### src/rtl/ones_builder.sv
// ones_builder: builds a word whose low N bits are set, one bit per clock, under a start/done handshake
module ones_builder #(
    parameter int WIDTH = 8,
    parameter int CW    = 4
) (
    input  logic             clk,
    input  logic             reset,
    input  logic             s,
    input  logic [CW-1:0]    count,
    output logic [WIDTH-1:0] result,
    output logic             busy,
    output logic             done
);
    typedef enum logic [1:0] {S_IDLE, S_BUILD, S_DONE} state_t;

    localparam logic [CW-1:0] WMAX = CW'(WIDTH);

    state_t           state_q, state_d;
    logic [WIDTH-1:0] result_q, result_d;
    logic [CW-1:0]    remaining_q, remaining_d;
    logic             busy_q, done_q;

    // next-state and datapath: start only from idle, shift in a one per remaining count
    always_comb begin
        state_d     = state_q;
        result_d    = result_q;
        remaining_d = remaining_q;
        case (state_q)
            S_IDLE: if (s) begin
                state_d     = S_BUILD;
                result_d    = '0;
                remaining_d = (count > WMAX) ? WMAX : count;
            end
            S_BUILD: if (remaining_q != '0) begin
                result_d    = {result_q[WIDTH-2:0], 1'b1};
                remaining_d = remaining_q - 1'b1;
            end else begin
                state_d = S_DONE;
            end
            S_DONE: state_d = s ? S_DONE : S_IDLE;
            default: state_d = S_IDLE;
        endcase
    end

    // state register; busy/done are registered decodes of the next state so they track state exactly
    always_ff @(posedge clk) begin
        if (!reset) begin
            state_q     <= S_IDLE;
            result_q    <= '0;
            remaining_q <= '0;
            busy_q      <= 1'b0;
            done_q      <= 1'b0;
        end else begin
            state_q     <= state_d;
            result_q    <= result_d;
            remaining_q <= remaining_d;
            busy_q      <= (state_d == S_BUILD);
            done_q      <= (state_d == S_DONE);
        end
    end

    assign result = result_q;
    assign busy   = busy_q;
    assign done   = done_q;
endmodule

### config.mk
export PLATFORM = sky130hd
export DESIGN_NAME = ones_builder
export DESIGN_NICKNAME = d
export VERILOG_FILES = /design/src/rtl/ones_builder.sv
export SDC_FILE = /design/constraint.sdc
export NUM_CORES = 1
export LEC_CHECK = 0
export ABC_AREA = 1
export BUFFER_PORTS_ARGS = -buffer_cell sky130_fd_sc_hd__buf_2
export CAP_MARGIN = 10
export CORE_MARGIN = 4
export CORE_UTILIZATION = 49
export CTS_CLUSTER_DIAMETER = 80
export DETAILED_ROUTE_END_ITERATION = 7
export PLACE_DENSITY = 0.74
export SETUP_SLACK_MARGIN = 0.3
export SLEW_MARGIN = 20
export SYNTH_ARGS = -nofsm -noshare
export SYNTH_HDL_FRONTEND = slang
export SYNTH_SLANG_ARGS = --single-unit
export TNS_END_PERCENT = 50
### constraint.sdc
create_clock -name clk -period 1.5 [get_ports clk]
set_clock_uncertainty 0.05 [all_clocks]
set_input_delay 0.075 -clock clk [delete_from_list [all_inputs] [get_ports clk]]
set_output_delay 0.075 -clock clk [all_outputs]
set_load 0.02 [all_outputs]
## Word level (Yosys, flattened, before mapping)

Cells that the tools add are included.

| operators by class | value |
|---|---|
| add/subtract/negate cells | 1 |
| magnitude comparators | 1 |
| equal/unequal tests | 6 |
| multiplexer cells | 11 |
| reduce and logical (&&, ||, !) cells | 4 |

Operator list:

| cell | number |
|---|---|
| two-way mux 8 bit | 2 |
| case mux 8 bit (2 select lines) | 1 |
| two-way mux 4 bit | 3 |
| case mux 4 bit (2 select lines) | 1 |
| two-way mux 2 bit | 3 |
| case mux 2 bit (3 select lines) | 1 |
| equality test 2 x 1 -> 1 bit, second input constant | 2 |
| equality test 2 bit, second input constant | 2 |
| > comparator 4 bit, second input constant | 1 |
| inequality test 2 bit, second input constant | 2 |
| nonzero test 4 bit | 1 |
| subtractor 4 x 1 -> 4 bit, second input constant | 1 |
| AND reduction 3 bit | 1 |
| zero test 2 bit | 1 |
| nonzero test 2 bit | 1 |

| word-level totals | value |
|---|---|
| register bits | 16 |
| output and inout bits | 10 |
| logic and storage cells | 28 |

## Longest topological paths before layout

Gate-level depths: netlist of run 1.

| logic depth | value |
|---|---|
| depth in word-level cells | 4 |
| mapped depth | 8 |
| gate-level depth less buffers | 8 |

## Least setup slack after synthesis of run 1

OpenSTA, ideal clock, no wires.

| timing path | value |
|---|---|
| path type | reg2reg |
| start point | register remaining_q[0] |
| end point | register remaining_q[3] |
| arrival time | 1,069 ps |
| data required time | 1,392 ps |
| path slack | 323 ps |
| stages on the path, launching flop included | 8 |
| path through | dfxtp_1 inv_1 ha_1 nand2_2 nand2_4 a21oi_2 nand2_1 nand2_1 |

| between the ends | value |
|---|---|
| cells in the longest elaborated chain, start to end | 3 |

RTL lines:

| element | RTL line | RTL |
|---|---|---|
| start: declaration | 20 | `logic [CW-1:0] remaining_q, remaining_d;` |
| start signal: assignment | 56 | `remaining_q <= remaining_d;` |
| subtractor 4 x 1 -> 4 bit or nonzero test 4 bit (tied branches) | 36, 34 |  |
| two-way mux 4 bit or inequality test 2 bit (tied branches) | n/a |  |
| case mux 4 bit (2 select lines) or AND reduction 3 bit (tied branches) | n/a |  |

Parallel ways exist; a longest one is shown, timed or not. The select of a mux whose other input is x is not followed.
A chain may end at the register's enable or synchronous reset.

## Final worst setup path of run 1

| timing path | value |
|---|---|
| start point | register remaining_q[0] |
| end point | register result_q[4], in the netlist result[4] |

| between the ends | value |
|---|---|
| cells in the longest elaborated chain, start to end | 3 |

RTL lines:

| element | RTL line | RTL |
|---|---|---|
| nonzero test 4 bit | 34 | `S_BUILD: if (remaining_q != '0) begin` |
| inequality test 2 bit (no source line) | n/a |  |
| AND reduction 3 bit (no source line) | n/a |  |
| end signal: assignment | 55 | `result_q <= result_d;` |
| end: declaration | 19 | `logic [WIDTH-1:0] result_q, result_d;` |

Every way passes these cells.

==> results of run 1 <==
-- worst max path at each step --
stage	endpoint	slack, ns	start
after floorplan	remaining_q[3]	0.32	remaining_q[0]
after global routing	result[2]	0.24	remaining_q[0]
after detailed placement	remaining_q[0]	0.20	remaining_q[0]
final	result[4]	0.33	remaining_q[0]
after CTS	remaining_q[0]	0.30	remaining_q[0]
after global placement	remaining_q[2]	0.24	remaining_q[0]
-- synthesized netlist by cell type (all sizes together) --
library cell,instances
nand2,32
nor2,4
buf,1
a21oi,6
inv,8
xnor2,1
nand3,14
ha,1
dfxtp,16
o21ai,4
nand3b,1
-- kinds of logic after synthesis --
| kind of cell | synth area share (%) |
|---|---|
| AOI/OAI and AO/OA | 7.692 |
| xor gates and xnor gates | 1.252 |
| adders and majority gates | 1.789 |
| buffers and inverters | 5.367 |
| DFF | 45.80 |
| and+or+nand+nor | 38.10 |
-- repair_timing --
item / CTS / global route
buffers inserted: 3 / 1
gates cloned: 1 / 0
hold endpoints to repair: 0 / 0
pin swaps: 4 / 8
endpoints found under the setup margin: 12 / 11
gates resized for setup: 7 / 6
-- cell type report --
class / instances / area [µm²] / share of cell area, %
timing repair buffer: 20 / 110.1 / 11.96
clock buffer: 4 / 36.28 / 3.940
tap: 15 / 18.77 / 2.038
sequential: 16 / 322.8 / 35.05
inverter: 8 / 32.53 / 3.533
multi-input combinational: 64 / 400.4 / 43.48
-- registers in the layout (all words and copies together) (netlist names) --
| signal | cells |
|---|---|
| busy | 1 |
| done | 1 |
| remaining_q | 4 |
| result | 8 |
| state_q | 2 |
-- tightest hold or removal path, stage by stage --
cell,delay [ns]
buf_2,0.09
nand2_1,0.04
nand2_1,0.06
nand2_1,0.05
nand2_1,0.04
-- per-stage QoR --
stage | util, % | worst slack (ns) | cells
after floorplan | - | 0.3230 | 88
after global placement | 60.21 | 0.2415 | 118
after detailed placement | 60.21 | 0.1967 | 118
after CTS | 67.24 | 0.3007 | 126
after global routing | 69.90 | 0.2443 | 127
final | 69.90 | 0.3299 | 127
-- layer usage --
| metal | GRT usage [%] | vias to the layer above | wire length [µm] | share of wire [%] |
|---|---|---|---|---|
| met5 | 0 | - | 0 | 0 |
| li1 | - | 332 | - | - |
| met2 | 21.73 | 25 | 609 | 46 |
| met4 | 5.114 | 0 | 12 | 0.91 |
| met1 | 19.14 | 281 | 569 | 43 |
| met3 | 7.115 | 2 | 134 | 10 |
-- power groups by stage --
stage / Clock (mW) / Combinational, mW / Sequential, mW
floorplan: 0 / 0.159 / 0.491
global placement: 0 / 0.212 / 0.483
detailed placement: 0 / 0.214 / 0.483
CTS: 0.288 / 0.252 / 0.475
global route: 0.310 / 0.322 / 0.481
finish: 0.277 / 0.291 / 0.477
==> reports/results.txt, run 1 <==
The library cells used most frequently in the layout, excluding fill and tap cells, are nand2_1, buf_2, nand3_1, dfxtp_1. The flow ran to the end, and the final reports show no timing, DRC or antenna violations. After clock tree synthesis, the clock-pin slew on the worst setup and hold paths is 0.09 ns. On the final layout, the worst hold slack is 0.03895 ns.

The first global-routing pass estimated 2201 µm of wire. Wires add up to 1324 µm. The worst setup path is launched from a flop.

The number of nets in the final layout came out at 121. The number of design rule violations left after detail routing was 0; the share of the clock period used by the worst path after layout was 78.01%. The tools report the count of hold-fix buffers inserted at cts as 0. The most frequent cell on the critical path is inv_2.

The run gives 96 as the total nets after synthesis. The number of buffers and inverters on the critical path is 2. The total overflow left after global routing is 0. In this run the core area contains 13 standard-cell rows.

The endpoint identified for the worst register-to-register timing path is result[4]. After synthesis the cells add up to 699.4 µm². Registers are responsible for 45.7% of the overall power. The worst hold path passes through 5 cells.

For this design the top-level I/O count stands at 17. Once layout is done, the placed cells without fillers occupy 920.9 µm². In this run the remaining antenna-violating nets after routing total 0. Internal power comes to 0.7187 mW.

The average footprint of a synthesized cell works out to 7.948 µm². Once detailed placement completed, the half-perimeter wirelength came to 913.6 µm. The category of the critical setup timing path was reg -> reg.

The transition time at the pin with the least slew margin came out at 0.2238 ns. Ranked by total cell area, the synthesized netlist is headed by dfxtp_1, nand2_1, nand3_1, a21oi_1, nand2_4. For the number of distinct library cells after synthesis, the log shows 18. The number of sinks handled by clock tree synthesis was 16; the biggest fanout along the worst timing path was 7. The H-tree depth came out at 1. Of all cell types, the one taking the most synthesized area is dfxtp_1. Derived from the worst setup path, the maximum achievable clock frequency is 854.6 MHz. For this design the total switching power over the nets is 0.3262 mW.

The worst register-to-register path begins at remaining_q[0]. Power spread over the standard cell area amounts to 1135 nW/µm². In this run the register-to-register setup slack is 0.33 ns.

Input and output buffers added on the ports amount to 16. In this run the cell area measured after placement is 793.3 µm². The tools report the largest net degree at the start of global routing as 10. The height of the chip was 45.78 µm. Counting along the longest clock path gives a buffer depth of 2.

The number of clock buffers added by TritonCTS is 3. The insertion delay of the later-clocked pin in the worst-skew pair is 0.28 ns, and the final RePlAce weighted congestion is 0.8051. The worst setup path is captured at a flop. The worst register-to-register path has a depth of 7. The number of maximum-capacitance violations was 0; the count of vias placed by the detailed router was 640. Count of pins over their slew limit: 0. Across the VDD grid, the largest voltage drop is 0.7589 mV. The portion of total power attributed to combinational logic is 27.8%.

The largest individual stage delay along the critical path comes from the cell dfxtp_2. For the worst setup path, the data arrival time is 1.34 ns. The tools report the overall power as 1.045 mW.

In the final timing run, aggregate negative setup slack is 0 ns. The critical path runs through a total of 7 cells. The initial core utilization was 53.09%. For this run, the detailed router's first-pass iteration total came to 4.

Summed over all cells, the static leakage comes to 0.4475 nW. The minimum period implied by the final worst setup slack was 1.170 ns. Proportion of layout cells with a drive suffix above 1: 38.39%. The leading cell type in the layout, fill and taps excluded was nand2_1. The path with the worst hold slack has its endpoint at remaining_q[3].

The core area came out at 1318 µm². Setup repair after global routing could not meet its margin everywhere. On the worst path, the slowest cell contributes a delay of 0.35 ns. Dividing the detail-routed wire length by the instance count gives 10.43 µm. The worst pin sits at a relative slew slack of 85.05%. Proportion of netlist area held by the largest area contributor: 45.80%. TritonCTS built the clock tree.

The area added between synthesis and finish is 31.66%, and the proportion of synthesized chip area in sequential cells is 45.80%. The run gives 0 as the final hold violation count. The class of the tightest hold or removal check is in -> reg. After technology mapping, the gate count stands at 88.

The run gives 0 as the yosys synthesis warning count. The root buffer cell chosen for the clock tree is clkbuf_4. The signal on the critical path passes through inv_2 > ha_4 > nand2_4 > nand2_8 > inv_2 > nand2_1 > a21oi_1.

In this run the most critical hold path is launched from count[3]. Setup violations remaining at the end of the flow were counted as 0. Switching share of total power: 31.22%. Number of global-route vias before repair: 534. The die is 45.78 µm wide. The run gives 2096 µm² as the die area.

The run gives 103 as the final-layout fill cell count. At the worst endpoint, the required time is 1.67 ns. Counting flops and latches in the post-synthesis netlist gives 16. The initial antenna violation count is 0, and the overall routing resource usage is 14.91%. Dividing the detail-routed via count by the number of cells gives 5.039. The count of inserted antenna diode cells is 0.

The violation count after the first detailed-route iteration was 17; the relative contribution of the clock network to total power was 26.5%. Top cell family by delay on the critical path: flip-flops.
No activity file was read; power rests on OpenSTA's default activity.
==> run 2, diff against run 1 <==
==> constraint.sdc (replaced) <==
create_clock -name clk -period 1.2 [get_ports clk]
set_clock_uncertainty 0.05 [all_clocks]
set_input_delay 0.06 -clock clk [delete_from_list [all_inputs] [get_ports clk]]
set_output_delay 0.06 -clock clk [all_outputs]
set_load 0.02 [all_outputs]
==> run 2 against run 1 <==
Compared with the run above:
- the flow now finishes with violations (negative setup slack)
- critical path type unchanged
- via count is 11% higher
- combinational power is 40% higher
- cell count is 3.1% higher
- largest cell class unchanged
==> reports/results.txt, run 2 (same netlist as run 1, synthesis figures left out) <==
The flow ran to the end, but the final reports show violations. The checks that failed: negative setup slack. The tools report the number of nets in the final layout as 125 (+3.3%).

Relative contribution of the clock network to total power: 25.9% (-0.6 points). The run gives 1.39 ns (-0.28 ns) as the required time of the critical path. The run gives 1696 µm (+28%) as the final routed wirelength across all metal layers. The signal arrival time at the worst endpoint came out at 1.39 ns (+0.05 ns). The number of design rule violations left after detail routing is 0 (unchanged), and the height of the chip is 45.78 µm (unchanged). The transition time at the pin with the least slew margin is 0.3086 ns (+0.08485 ns).

The power density relative to cell area works out to 1365 nW/µm² (+20%). The logs give 79.21% (-5.8 points) for the relative max-transition margin and 0.9269 mW (+29%) for the internal portion of total power. The tools report the clock root buffer as clkbuf_4.

The clock transition at the registers of the reported paths came out at 0.09 ns (about the same). The minimum period implied by the final worst setup slack is 1.201 ns (+0.03050 ns). The die area is 2096 µm² (unchanged). The die boundary width was 45.78 µm (unchanged); the cell area reported after detailed placement was 828.3 µm² (+4.4%).

In this design, the largest share of critical-path delay is due to flip-flops. The insertion delay of the later-clocked pin in the worst-skew pair is 0.28 ns (about the same). The tools report the half-perimeter wire length after detailed placement as 1088 µm (+19%).

The flip-flop count of the largest register, all copies and words added was 8 (unchanged); the switching share of total power was 31.57% (+0.35 points). The post-placement cell count is 120 (+1.7%), and the core area is 1318 µm² (unchanged). The number of cells in the finished layout apart from fillers is 131 (+3.1%), and the number of global-route vias before repair is 663 (+24%).

The cell leakage power is 0.4794 nW (+7.1%). The share of the clock period used by the worst path after layout came out at 100.0% (+22 points). The library cell used most frequently in the layout, excluding fill and tap cells, is nand2_1.

The cell with the biggest individual delay on the critical path was dfxtp_2. For the clock tree buffer depth, the log shows 2 (unchanged). The tools report the number of top-level design ports as 17 (unchanged).

The overall routing resource usage came out at 18.66% (+3.8 points). The final routed wire length divided by cell count works out to 12.95 µm (+24%). The run gives -0.0005870 ns (-0.3305 ns) as the final setup slack of the worst path.

The highest cell delay on the worst timing path is 0.35 ns (about the same), and the H-tree depth is 1 (unchanged). The library cells used most frequently in the layout, excluding fill and tap cells, are nand2_1, buf_4, nand3_1. Setup repair after global routing could not meet its margin everywhere. The signal on the critical path passes through inv_2 > ha_4 > nand2_4 > nand2_4 > a21oi_4 > nand2_1 > nand2_1. TritonCTS built the clock tree.

The tools report the worst supply voltage drop on vdd as 0.9422 mV (+24%). The tools report the detailed-router iteration count before antenna repair as 4 (unchanged). The tools report the row count as 13 (unchanged). The logs give 992.2 µm² (+7.7%) for the post-route cell area and 30.1% (+2.3 points) for the portion of total power attributed to combinational logic. The area added between synthesis and finish came out at 41.86%. The run gives -0.007747 ns (-0.2044 ns) as the worst slack after detailed placement.

The count of inserted antenna diode cells came out at 0 (unchanged). The run gives 0 (unchanged) as the count of hold-fix buffers inserted at cts. The number of maximum-capacitance violations is 0 (unchanged). The initial core utilization came out at 53.09% (unchanged). The number of vias per cell came out at 5.412 (+7.4%).

For the final RePlAce weighted congestion, the log shows 0.8414 (+4.5%). The final hold violation count came out at 0 (unchanged). The class of the tightest hold or removal check is in -> reg.

The run gives 709 (+11%) as the count of vias placed by the detailed router. The global-route congestion overflow total was 0 (unchanged); the number of setup violations in the final report was 1 (+1). The run gives 10 (unchanged) as the largest net degree at the start of global routing. Count of pins over their slew limit: 0 (unchanged). The setup path with the least slack is of type reg -> reg.

The critical path buffer and inverter count works out to 1 (-1). The remaining number of nets flagged by the antenna check after routing is 0 (unchanged), and the number of sinks handled by clock tree synthesis is 16 (unchanged). The nature of the critical path endpoint is a flop. The number of port buffers is 16 (unchanged), and the number of buffers created by CTS is 3 (unchanged). The switching power came out at 0.4276 mW (+31%). The proportion of layout cells with a drive suffix above 1 was 45.69% (+7.3 points). Kind of launch point of the worst setup path: a flop. The tools report the upper clock frequency limit as 832.9 MHz (-2.5%). The violation count after the first detailed-route iteration was 10 (-7); the biggest fanout along the worst timing path was 5 (-2).

The run gives 44.0% (-1.7 points) as the power share of the sequential group. Global-route wire length before repair: 2773 µm (+26%). The run gives 0 (unchanged) as the initial antenna violation count.
## run 2: area by class of cell
cell class / instances / area [µm²]
multi-input combinational: 64 / 409.1
sequential: 16 / 325.3
fill: 104 / 325.3
timing repair buffer: 24 / 170.2
clock buffer: 4 / 36.28
inverter: 8 / 32.53
tap: 15 / 18.77
## run 2: final timing paths
check | slack, ns | depth (start not counted) | start | endpoint
min reg2reg | 0.41 | 2 | result[7] | result[7]
max reg2reg | -0.0006 | 7 | remaining_q[1] | remaining_q[2]
max | -0.0006 | 7 | remaining_q[1] | remaining_q[2]
min | 0.04 | 5 | count[3] | remaining_q[3]
## run 2: per-stage QoR
stage	setup TNS (ns)	power (mW)	hold WS, ns	util (%)
floorplan	0	0.8314	0.1977	-
global placement	0	0.8963	0.3282	62.87
detailed placement	-0.007747	0.9082	0.3347	62.87
CTS	0	1.301	0.03309	69.52
global route	-0.3044	1.425	0.06031	75.31
finish	-0.0005870	1.355	0.03922	75.31
## run 2: what timing repair did
item / 4_1_cts / 5_1_grt
pin swaps: 10 / 7
endpoints found under the setup margin: 24 / 25
hold endpoints to repair: 0 / 0
gates resized for setup: 2 / 24
gates cloned: 1 / 0
setup buffers: 5 / 1
## run 2: metal layers
layer | track usage [%] | share of wire, % | up-vias
met5 | 0 | 0 | -
met4 | 7.955 | 2.5 | 0
met3 | 5.138 | 6.4 | 8
met2 | 31.20 | 52 | 30
met1 | 22.17 | 39 | 330
li1 | - | - | 341
## run 2: power by group through the flow
stage          logic (mW)  registers [mW]  clock network (mW)
4_1_cts             0.350           0.590               0.362
3_5_place_dp        0.307           0.601                   0
5_1_grt             0.444           0.600               0.382
2_1_floorplan       0.216           0.616                   0
3_3_place_gp        0.297           0.599                   0
6_report            0.408           0.596               0.350
## run 2: worst reg2reg max path, stage by stage (launching register included)
cell and delay (ns):
dfxtp_2 0.35, inv_2 0.05, ha_4 0.16, nand2_4 0.07
nand2_4 0.09, a21oi_4 0.22, nand2_1 0.10, nand2_1 0.07
